--- config.mk ---
export PLATFORM = sky130hd
export DESIGN_NAME = operand_dispatch
export DESIGN_NICKNAME = d
export VERILOG_FILES = /design/src/rtl/operand_dispatch.sv
export SDC_FILE = /design/constraint.sdc
export NUM_CORES = 1
export LEC_CHECK = 0
export BUFFER_PORTS_ARGS = -buffer_cell sky130_fd_sc_hd__buf_2
export CAP_MARGIN = 20
export CORE_AREA = 2 2 150 152
export DETAILED_ROUTE_END_ITERATION = 7
export DIE_AREA = 0 0 152 154
export GPL_ROUTABILITY_DRIVEN = 0
export PLACE_DENSITY = 0.71
export SLEW_MARGIN = 10
export SYNTH_ARGS = -nofsm -noshare
export SYNTH_HDL_FRONTEND = slang
export SYNTH_SLANG_ARGS = --single-unit
--- constraint.sdc ---
create_clock -name clk -period 2.4 [get_ports clk]
set_clock_uncertainty 0.05 [all_clocks]
set_input_delay 0.12 -clock clk [delete_from_list [all_inputs] [get_ports clk]]
set_output_delay 0.12 -clock clk [all_outputs]
set_load 0.03 [all_outputs]
--- src/rtl/operand_dispatch.sv ---
// Single-entry dispatch register between operand fetch and the reservation stations.
// Holds one instruction, snoops the CDB while stalled; DISPATCH_PERF_EN adds a stall counter.
module operand_dispatch #(
  parameter int unsigned NUM_RS = 5,
  parameter int unsigned XLEN   = 32,
  parameter int unsigned ROB_W  = 5
) (
  input  logic              clk,
  input  logic              rst_n,
  input  logic              flush_i,
  input  logic              valid_i,
  output logic              ready_o,
  input  logic [2:0]        RS_id_i,
  input  logic [6:0]        OP_i,
  input  logic [2:0]        Funct3_i,
  input  logic [6:0]        Funct7_i,
  input  logic [XLEN-1:0]   Imm_i,
  input  logic [XLEN-1:0]   pc_i,
  input  logic [ROB_W-1:0]  ROB_id_i,
  input  logic              data1_rdy_i,
  input  logic [XLEN-1:0]   data1_i,
  input  logic [ROB_W-1:0]  data1_rid_i,
  input  logic              data2_rdy_i,
  input  logic [XLEN-1:0]   data2_i,
  input  logic [ROB_W-1:0]  data2_rid_i,
  input  logic              cdb_valid_i,
  input  logic [ROB_W-1:0]  cdb_rob_id_i,
  input  logic [XLEN-1:0]   cdb_data_i,
  input  logic [NUM_RS-1:0] rs_full_i,
  output logic [NUM_RS-1:0] rs_we_o,
  output logic [6:0]        rs_op_o,
  output logic [2:0]        rs_funct3_o,
  output logic [6:0]        rs_funct7_o,
  output logic [XLEN-1:0]   rs_imm_o,
  output logic [XLEN-1:0]   rs_pc_o,
  output logic [ROB_W-1:0]  rs_rob_id_o,
  output logic [XLEN-1:0]   rs_vj_o,
  output logic [ROB_W-1:0]  rs_qj_o,
  output logic              rs_rj_o,
  output logic [XLEN-1:0]   rs_vk_o,
  output logic [ROB_W-1:0]  rs_qk_o,
  output logic              rs_rk_o,
  output logic              err_rs_id_o
`ifdef DISPATCH_PERF_EN
  ,
  output logic [31:0]       stall_cnt_o
`endif
);

  typedef enum logic [0:0] {StEmpty, StHeld} state_e;

  state_e            state_q;
  logic [2:0]        rs_id_q;
  logic [6:0]        op_q;
  logic [2:0]        funct3_q;
  logic [6:0]        funct7_q;
  logic [XLEN-1:0]   imm_q;
  logic [XLEN-1:0]   pc_q;
  logic [ROB_W-1:0]  rob_id_q;
  logic [XLEN-1:0]   vj_q;
  logic [ROB_W-1:0]  qj_q;
  logic              rj_q;
  logic [XLEN-1:0]   vk_q;
  logic [ROB_W-1:0]  qk_q;
  logic              rk_q;
  logic              err_q;

  logic              valid_q;
  logic              id_legal;
  logic              id_full;
  logic [NUM_RS-1:0] we_onehot;
  logic              fire;
  logic              go;
  logic              cap;
  logic              hit_j;
  logic              hit_k;
  logic              in_hit1;
  logic              in_hit2;

  assign valid_q = (state_q == StHeld);

  // Decode the held RS index without ever indexing rs_full_i out of range.
  always_comb begin
    id_legal  = 1'b0;
    id_full   = 1'b0;
    we_onehot = '0;
    for (int unsigned i = 0; i < NUM_RS; i++) begin
      if (rs_id_q == 3'(i)) begin
        id_legal     = 1'b1;
        id_full      = rs_full_i[i];
        we_onehot[i] = 1'b1;
      end
    end
  end

  assign fire    = valid_q && (!id_legal || !id_full);
  assign go      = fire && !flush_i;
  assign ready_o = flush_i || !valid_q || fire;
  assign cap     = valid_i && ready_o && !flush_i;
  assign rs_we_o = go ? we_onehot : '0;

  // Same-cycle CDB forwarding for held operands that are still waiting.
  assign hit_j   = valid_q && !rj_q && cdb_valid_i && (cdb_rob_id_i == qj_q);
  assign hit_k   = valid_q && !rk_q && cdb_valid_i && (cdb_rob_id_i == qk_q);
  assign rs_rj_o = rj_q || hit_j;
  assign rs_rk_o = rk_q || hit_k;
  assign rs_vj_o = hit_j ? cdb_data_i : vj_q;
  assign rs_vk_o = hit_k ? cdb_data_i : vk_q;
  assign rs_qj_o = qj_q;
  assign rs_qk_o = qk_q;

  assign in_hit1 = cdb_valid_i && (cdb_rob_id_i == data1_rid_i);
  assign in_hit2 = cdb_valid_i && (cdb_rob_id_i == data2_rid_i);

  assign rs_op_o     = op_q;
  assign rs_funct3_o = funct3_q;
  assign rs_funct7_o = funct7_q;
  assign rs_imm_o    = imm_q;
  assign rs_pc_o     = pc_q;
  assign rs_rob_id_o = rob_id_q;
  assign err_rs_id_o = err_q;

  always_ff @(posedge clk or negedge rst_n) begin
    if (!rst_n) begin
      state_q  <= StEmpty;
      rs_id_q  <= '0;
      op_q     <= '0;
      funct3_q <= '0;
      funct7_q <= '0;
      imm_q    <= '0;
      pc_q     <= '0;
      rob_id_q <= '0;
      vj_q     <= '0;
      qj_q     <= '0;
      rj_q     <= 1'b0;
      vk_q     <= '0;
      qk_q     <= '0;
      rk_q     <= 1'b0;
      err_q    <= 1'b0;
    end else begin
      err_q <= go && !id_legal;
      if (flush_i) begin
        state_q <= StEmpty;
      end else if (cap) begin
        state_q  <= StHeld;
        rs_id_q  <= RS_id_i;
        op_q     <= OP_i;
        funct3_q <= Funct3_i;
        funct7_q <= Funct7_i;
        imm_q    <= Imm_i;
        pc_q     <= pc_i;
        rob_id_q <= ROB_id_i;
        qj_q     <= data1_rid_i;
        rj_q     <= data1_rdy_i || in_hit1;
        vj_q     <= (!data1_rdy_i && in_hit1) ? cdb_data_i : data1_i;
        qk_q     <= data2_rid_i;
        rk_q     <= data2_rdy_i || in_hit2;
        vk_q     <= (!data2_rdy_i && in_hit2) ? cdb_data_i : data2_i;
      end else if (go) begin
        state_q <= StEmpty;
      end else if (valid_q) begin
        vj_q <= rs_vj_o;
        rj_q <= rs_rj_o;
        vk_q <= rs_vk_o;
        rk_q <= rs_rk_o;
      end
    end
  end

`ifdef DISPATCH_PERF_EN
  logic [31:0] stall_cnt_q;

  always_ff @(posedge clk or negedge rst_n) begin
    if (!rst_n) begin
      stall_cnt_q <= '0;
    end else if (valid_q && !fire && !flush_i && (stall_cnt_q != 32'hFFFF_FFFF)) begin
      stall_cnt_q <= stall_cnt_q + 32'd1;
    end
  end

  assign stall_cnt_o = stall_cnt_q;
`endif

endmodule

; Word-level counts from Yosys, hierarchy flattened
; Index checks and enable logic that the tools add are counted.
[totals]
register_bits = 167
latch_bits = 0
mem_bits_rw = 0
romBits = 0
inputBits = 212
output_inout_bits = 169
elab_cells = 94
n_memories = 0
[classes]
n_addsub = 0
mul = 0
div_mod_pow = 0
magnitude_cmp = 0
n_eq_ne = 9
n_shift = 0
mux = 34
bitwise = 1
reduce_logical = 35
[ops]
columns = cell, n
row1 = $mux 32, 10
row2 = $mux 1, 23
row3 = $eq 5x5->1, 4
row4 = $logic_and 1x1->1, 15
row5 = $logic_not 1->1, 8
row6 = $logic_or 1x1->1, 7
row7 = $eq 3x2->1 const B, 2
row8 = $mux 5, 1
row9 = $eq 3x1->1 const B, 1
row10 = $eq 3x3->1 const B, 1
row11 = $logic_not 3->1, 1
row12 = $reduce_and 3->1, 1
row13 = $reduce_bool 3->1, 1
row14 = $ne 2x1->1 const B, 1
row15 = $reduce_and 2->1, 1
row16 = $reduce_bool 2->1, 1
row17 = $not 1->1, 1

; Longest topological paths before layout
; Gate-level depths: netlist of run 1.
[logic_depth]
ltp_word = 14
depth_mapped = 8
depth_no_buf = 5

; Worst setup path after synthesis of run 1
; No wires, ideal clock.
[synth_path]
kind = register to output
startpoint = reg qj_q[3], in the netlist rs_qj_o[3]
endpoint = out rs_vj_o[11]
arrival_ps = 1997
required_time_ps = 2230
path_slack_ps = 233
path_stages_with_launch = 8
path_buffers = 2
cell_sequence = dfrtp_1 xnor2_1 nand4_1 nor4_4 buf_4 buf_2 nand2_1 o21ai_0
[synth_via]
elab_chain_len = 3
[synth_lines]
columns = item, line
row1 = "start, declared", 61  ; logic [ROB_W-1:0] qj_q;
row2 = "start signal, assigned", 153  ; qj_q <= data1_rid_i;
row3 = $eq 5x5->1, 103  ; assign hit_j = valid_q && !rj_q && cdb_valid_i && (cdb_rob_id_i == qj_q);
row4 = $logic_and 1x1->1, 103
row5 = $mux 32, 107  ; assign rs_vj_o = hit_j ? cdb_data_i : vj_q;
row6 = "end, declared", 37  ; output logic [XLEN-1:0] rs_vj_o,
; Every way passes these cells.

; Worst setup path in the final report of run 1
[layout_path]
startpoint = reg qk_q[4], in the netlist rs_qk_o[4]
endpoint = out rs_vk_o[10]
[layout_via]
elab_chain_len = 3
[layout_lines]
columns = item, line
row1 = "start, declared", 64  ; logic [ROB_W-1:0] qk_q;
row2 = "start signal, assigned", 156  ; qk_q <= data2_rid_i;
row3 = $eq 5x5->1, 104  ; assign hit_k = valid_q && !rk_q && cdb_valid_i && (cdb_rob_id_i == qk_q);
row4 = $logic_and 1x1->1, 104
row5 = $mux 32, 108  ; assign rs_vk_o = hit_k ? cdb_data_i : vk_q;
row6 = "end, declared", 40  ; output logic [XLEN-1:0] rs_vk_o,
; Every way passes these cells.

==> results_dict.tcl, run 1 <==
set metrics [dict create \
    clkLatencyLatePin_ns 0.43 \
    hold_path.class "in -> reg" \
    cts-root-buf "clkbuf_16" \
    drt_wl_total_mm 32.94 \
    crit_path_end_kind "output pin" \
    rows 54 \
    power.density_mw_per_mm2 779.2 \
    htree_levels 4 \
    status "finished, violations left" \
    fin_ws_ns -0.08039 \
    failed_checks "negative setup slack" \
    r2r_setup_slack_ns 0.10 \
    fin_crit_sh_pct 103.3 \
    syn_inst 985 \
    numClockSinks 167 \
    min_period_ns 2.480 \
    top_level_ports 381 \
    synth_fa_ha_area_share_pct 0 \
    required_ns 2.23 \
    ys.warnings.count 0 \
    dp_hpwl_mm 18.68 \
    fin_nets 1752 \
    dp_cells 1589 \
    layout-drive-gt1-share_pct 32.02 \
    p_leak_nw 7.052 \
    finalHoldViolCount 0 \
    synth_nets 1197 \
    wire_per_inst_um 17.98 \
    cp-start-kind "register" \
    drtIter0Drc 627 \
    start_util_pct 39.67 \
    grt_pass1_wl_mm 49.20 \
    grt_pass1_vias 9353 \
    ys_types 37 \
    synthArstFlopShare_pct 100.0 \
    synth_xor_area_share_pct 2.036 \
    placed_cell_area_mm2 0.01080 \
    grtUsageTotal_pct 25.87 \
    synth_top_family_by_area "simple AND/OR/NAND/NOR gates" \
    nFillCells 1630 \
    cts-buffers-inserted 17 \
    fin_cells 1832 \
    grt-ovfl-total 0 \
    arrival_ns 2.31 \
    drv_slew 0 \
    antenna_found_initial 0 \
    synth_top_cell_area_share_pct 48.57 \
    area.growth.synth_to_final_pct 62.65 \
    rsz0062_at_grt "yes" \
    synth_most_common_cell "nand2_1" \
    max_cap_viol_count 0 \
    ant_nets 0 \
    fp.coreArea_mm2 0.02169 \
    ys_top_cells_by_count "363 x nand2_1, 167 x dfrtp_1, 67 x nand4_1" \
    clk_pin_slew_ns 0.08 \
    synth-compound-area-share_pct 11.24 \
    drc 0 \
    synth_edf_count 0 \
    setup_violations 2 \
    netlist_area_mm2 0.008603 \
    dieWidth_um 152 \
    maxSlewHeadroom_pct 55.52 \
    diodes 0 \
    syn_area_per_cell_um2 8.734 \
    cts_tree "done" \
    ys.flop_type "dfrtp_1" \
    vias 9764 \
    ys_seq_area_share_pct 48.57 \
    grt_start_max_net_pins 129 \
    finalPower_w 0.01090 \
    synth-seq-cells 167 \
    synth-simple-area-share_pct 23.05 \
    clockBufferDepth 2 \
    die_area_mm2 0.02341 \
    worst_slew_pin_slew_ns 0.6671 \
    yosys.area.top_type "dfrtp_1" \
    critPathMaxFanout 24 \
    routed_via_density 5.330 \
    numPortBuffers 380 \
    synthMuxAreaShare_pct 7.824 \
    worstSetupPathType "reg -> out" \
    die_h_um 154 \
    final_area_mm2 0.01399 \
    firstDrtPassIters 7 \
    fmax_ghz 0.4032 \
    ir_drop_mv 0.4800 \
    synth_area_leaders "dfrtp_1 49%, nand2_1 16%, mux2i_1 7.6%, o221ai_1 6.5%, nand4_1 4.9%" \
]
## placed cells by master (no fill, tap or decap), types with 2 or more instances in the layout
master and instances:
o21ai_0 8, clkinv_8 4, nand4b_1 3, dlygate4sd3_1 192, buf_2 319, dfrtp_1 167, mux2_2 2, nand2_2 2
nand2_1 361, o21ai_1 29, inv_1 64, o221ai_1 64, xor2_1 6, nor2_1 3, nor4_1 2, nand4_1 67
o21a_2 2, clkbuf_16 20, mux2i_1 65, nor4b_1 2, nor4_4 2, buf_6 24, or2_2 2, buf_16 4
buf_4 57, xnor2_1 13, inv_8 3, buf_12 14, clkinv_4 3, inv_6 4, o21ai_2 27
## cells by family (layout without fill, tap and decap cells)
group / count (synthesis) / count (layout)
XOR/XNOR: 20 / 20
AO/OA/AOI/OAI: 137 / 137
flip-flops: 167 / 167
buffers and inverters: 142 / 709
AND/OR/NAND/NOR: 452 / 452
multiplexers: 67 / 67
## worst max-delay path, stage by stage, from the launching register on
cell,delay [ns]
dfrtp_1,0.40
xnor2_1,0.15
nand4_1,0.21
nor4_4,0.27
buf_12,0.20
buf_16,0.17
nand2_1,0.08
o21ai_0,0.12
buf_2,0.25
## what timing repair did
action / in CTS / in global routing
gates resized for setup: 26 / 158
pin swaps: 3 / 1
hold endpoints to repair: 221 / 0
hold buffers: 192 / 0
setup endpoints to repair: 51 / 64
gates cloned: 5 / 3
setup buffers: 7 / 7
## flip-flops by register name (all words and copies together) (netlist names)
register and cells:
rs_imm_o 32, rs_pc_o 32, vj_q 32, vk_q 32
rs_funct7_o 7, rs_op_o 7, rs_qj_o 5, rs_qk_o 5
rs_rob_id_o 5, rs_funct3_o 3, rs_id_q 3, err_rs_id_o 1
rj_q 1, rk_q 1, state_q 1
## through the flow
step | hold WS (ns) | setup WS [ns] | TNS, ns | utilization (%)
after floorplan | -0.2256 | 0.2335 | 0 | -
after global placement | 0.09122 | 0.2633 | 0 | 49.81
after detailed placement | 0.09965 | 0.2023 | 0 | 49.81
after CTS | 0.001605 | -0.002018 | -0.003563 | 62.69
after global routing | 0.008979 | -0.1758 | -3.681 | 64.52
final | 0.02427 | -0.08039 | -0.09943 | 64.52
## final cells by class
cell class / instances / area [um2] / share of cell area, %
Timing Repair Buffer: 614 / 4715 / 33.69
Sequential cell: 167 / 4179 / 29.86
Multi-Input combinational cell: 676 / 3924 / 28.04
Clock buffer: 17 / 425.4 / 3.040
Tap cell: 280 / 350.3 / 2.504
Inverter: 64 / 240.2 / 1.717
Clock inverter: 14 / 160.2 / 1.144
## report_power, final
part	internal [W]	switching, W	total [W]
registers	0.00344	0.000315	0.00376
clock network	0.00140	0.00133	0.00273
logic	0.00164	0.00278	0.00442
## metal layers
metal | global-route usage, % | share of wire [%] | vias to the layer above
met4 | 9.034 | 3.1 | 0
met1 | 32.61 | 39 | 4616
met2 | 43.87 | 50 | 585
met3 | 5.947 | 8.1 | 87
li1 | - | - | 4476
met5 | 0 | 0 | -
## worst paths after layout
check | endpoint | cells after the start | start
setup / recovery | rs_vk_o[10] | 8 | rs_qk_o[4]
hold / removal | vj_q[13] | 3 | data1_i[13]
setup reg to reg | vj_q[28] | 6 | rs_id_q[0]
hold reg to reg | rs_pc_o[2] | 2 | rs_pc_o[2]
max in group asynchronous | rs_pc_o[5] | 3 | rst_n
min in group asynchronous | rs_funct7_o[0] | 2 | rst_n
Note: power is estimated with default switching activity, not from simulation.
==> run 2: changes to the inputs <==
--- a/config.mk
+++ b/config.mk
@@ -7,11 +7,11 @@
 export LEC_CHECK = 0
 export BUFFER_PORTS_ARGS = -buffer_cell sky130_fd_sc_hd__buf_2
 export CAP_MARGIN = 20
-export CORE_AREA = 2 2 150 152
+export CORE_AREA = 2 2 147 149
 export DETAILED_ROUTE_END_ITERATION = 7
-export DIE_AREA = 0 0 152 154
+export DIE_AREA = 0 0 149 151
 export GPL_ROUTABILITY_DRIVEN = 0
-export PLACE_DENSITY = 0.71
+export PLACE_DENSITY = 0.73
 export SLEW_MARGIN = 10
 export SYNTH_ARGS = -nofsm -noshare
 export SYNTH_HDL_FRONTEND = slang
==> constraint.sdc (replaced) <==
create_clock -name clk -period 3.17 [get_ports clk]
set_clock_uncertainty 0.05 [all_clocks]
set_input_delay 0.1585 -clock clk [delete_from_list [all_inputs] [get_ports clk]]
set_output_delay 0.1585 -clock clk [all_outputs]
set_load 0.03 [all_outputs]
==> run 2 against run 1 <==
Against the previous run:
- the flow now finishes without violations
- die area shrank 3.9%
- setup slack gained 0.39 ns
- via count fell by 6.9%
- cell area down 11%
- sequential cell count did not move
- sequential power shrank 24%
- total power is 28% lower
- first-iteration DRC count shrank 25%
- non-clock buffer count fell by 101
- critical endpoint is now vk_q[8]
- sequential share of layout area rose by 3.6 points
- largest power group unchanged
- final cell count down 5.7%
- largest cell class is now sequential cells
==> results_dict.tcl, run 2 (synthesis results as in run 1) <==
set metrics [dict create \
    dp_hpwl_mm 18.98 \
    numClockSinks 167 \
    firstDrtPassIters 7 \
    cts_resized 0 \
    vias 9090 \
    rows 53 \
    hold_depth 3 \
    fin_crit_sh_pct 90.08 \
    die_area_mm2 0.02250 \
    start_util_pct 41.32 \
    grt_pass1_wl_mm 45.90 \
    maxSlewHeadroom_pct 51.06 \
    drv_slew 0 \
    comb_power_share_pct 37.4 \
    r2r_setup_slack_ns 0.31 \
    grt-ovfl-total 0 \
    clk_pin_slew_ns 0.07 \
    die_h_um 151 \
    cts_tree "done" \
    numPortBuffers 380 \
    setup_violations 0 \
    ant_nets 0 \
    post-route-util_pct 59.89 \
    worst_slew_pin_slew_ns 0.7341 \
    min_from "cdb_data_i[10]" \
    intPower_w 0.004634 \
    antenna_found_initial 4 \
    arrival_ns 3.11 \
    grt_pass1_vias 8695 \
    clockBufferDepth 2 \
    grt_start_max_net_pins 131 \
    clkLatencyLatePin_ns 0.41 \
    worstSetupPathType "reg -> reg" \
    rsz0062_at_grt "no" \
    drtIter0Drc 472 \
    final_area_mm2 0.01247 \
    min_period_ns 2.856 \
    fmax_ghz 0.3502 \
    cp-start-kind "register" \
    r2r_start "rs_id_q[0]" \
    hold_end "vk_q[10]" \
    power.density_mw_per_mm2 631.2 \
    drc 0 \
    cts-buffers-inserted 17 \
    p_seq_share_pct 36.1 \
    fin_nets 1651 \
    netSwitchingFraction_pct 41.12 \
    r2r-end "vk_q[8]" \
    routed_via_density 5.260 \
    ir_drop_mv 0.3364 \
    hold_path.class "in -> reg" \
    top_level_ports 381 \
    status "completed" \
    p_leak_nw 6.380 \
    dieWidth_um 149 \
    wire_per_inst_um 17.48 \
    layout-drive-gt1-share_pct 30.23 \
    finalHoldViolCount 0 \
    htree_levels 4 \
    max_cap_viol_count 0 \
    drt_wl_total_mm 30.21 \
    placed_cell_area_mm2 0.01067 \
    critPathMaxFanout 130 \
    tns_ns 0 \
    final_common_cell "buf_2" \
    cts-root-buf "clkbuf_16" \
    p_sw_w 0.003237 \
    p_clk_share_pct 26.5 \
    crit_path_end_kind "register" \
    fp.coreArea_mm2 0.02082 \
    area.growth.synth_to_final_pct 44.95 \
    final_cell_mix "379 x buf_2, 363 x nand2_1, 167 x dfrtp_1" \
    grtUsageTotal_pct 26.03 \
    reg2reg_depth 7 \
    required_ns 3.43 \
]
-- run 2: worst max-delay path, cell delays in order, from the launching register on --
cell and delay [ns]:
dfrtp_1 0.50, mux2_2 0.40, a22oi_2 0.19, nand4b_1 0.26, buf_12 0.30, nand4_1 0.21
o221ai_1 0.12, dlygate4sd3_1 0.59
-- run 2: power by group through the flow --
stage | combinational (W) | clock (W) | sequential (W)
floorplan | 0.00136 | 0 | 0.00333
global placement | 0.00276 | 0 | 0.00285
detailed placement | 0.00280 | 0 | 0.00286
CTS | 0.00293 | 0.00213 | 0.00283
global route | 0.00316 | 0.00221 | 0.00289
finish | 0.00295 | 0.00208 | 0.00284
-- run 2: final cells by class --
class,count,area (um2)
timing repair buffer,513,3294
clock buffer,18,439.2
inverter,64,240.2
tap,275,344.1
multi-input combinational,676,3810
antenna,1,2.502
fill,1753,8352
clock inverter,14,161.4
sequential,167,4179
-- run 2: worst max-delay path by stage --
stage,start,to,slack (ns),cells past startpoint
after floorplan,rs_qj_o[3],rs_vj_o[11],0.96,7
after global placement,rs_id_q[0],vj_q[17],0.88,6
after detailed placement,rs_id_q[0],vj_q[8],0.80,6
after CTS,rs_id_q[0],vk_q[8],0.33,7
after global routing,rs_id_q[0],vk_q[8],0.21,7
final,rs_id_q[0],vk_q[8],0.31,7
-- run 2: metrics by stage --
step,total power [W],cells,setup WS (ns),hold WS [ns]
after CTS,0.007887,1727,0.3262,0.0001514
final,0.007871,1728,0.3144,0.01403
after global placement,0.005608,1575,0.8753,0.1563
after global routing,0.008265,1728,0.2079,0.009304
after floorplan,0.004691,985,0.9650,-0.1871
after detailed placement,0.005665,1575,0.7995,0.1544
-- run 2: what timing repair did --
| item | in CTS | in global routing |
|---|---|---|
| buffers inserted | 0 | 0 |
| endpoints found under the hold margin | 183 | 0 |
| hold buffers | 120 | 0 |
-- run 2: per-layer routing --
metal	track usage, %	up-vias	routed length (um)
li1	-	4264	-
met1	31.84	4380	12130
met2	45.81	381	15210
met3	5.000	59	1909
met4	9.619	6	930
met5	0	-	41
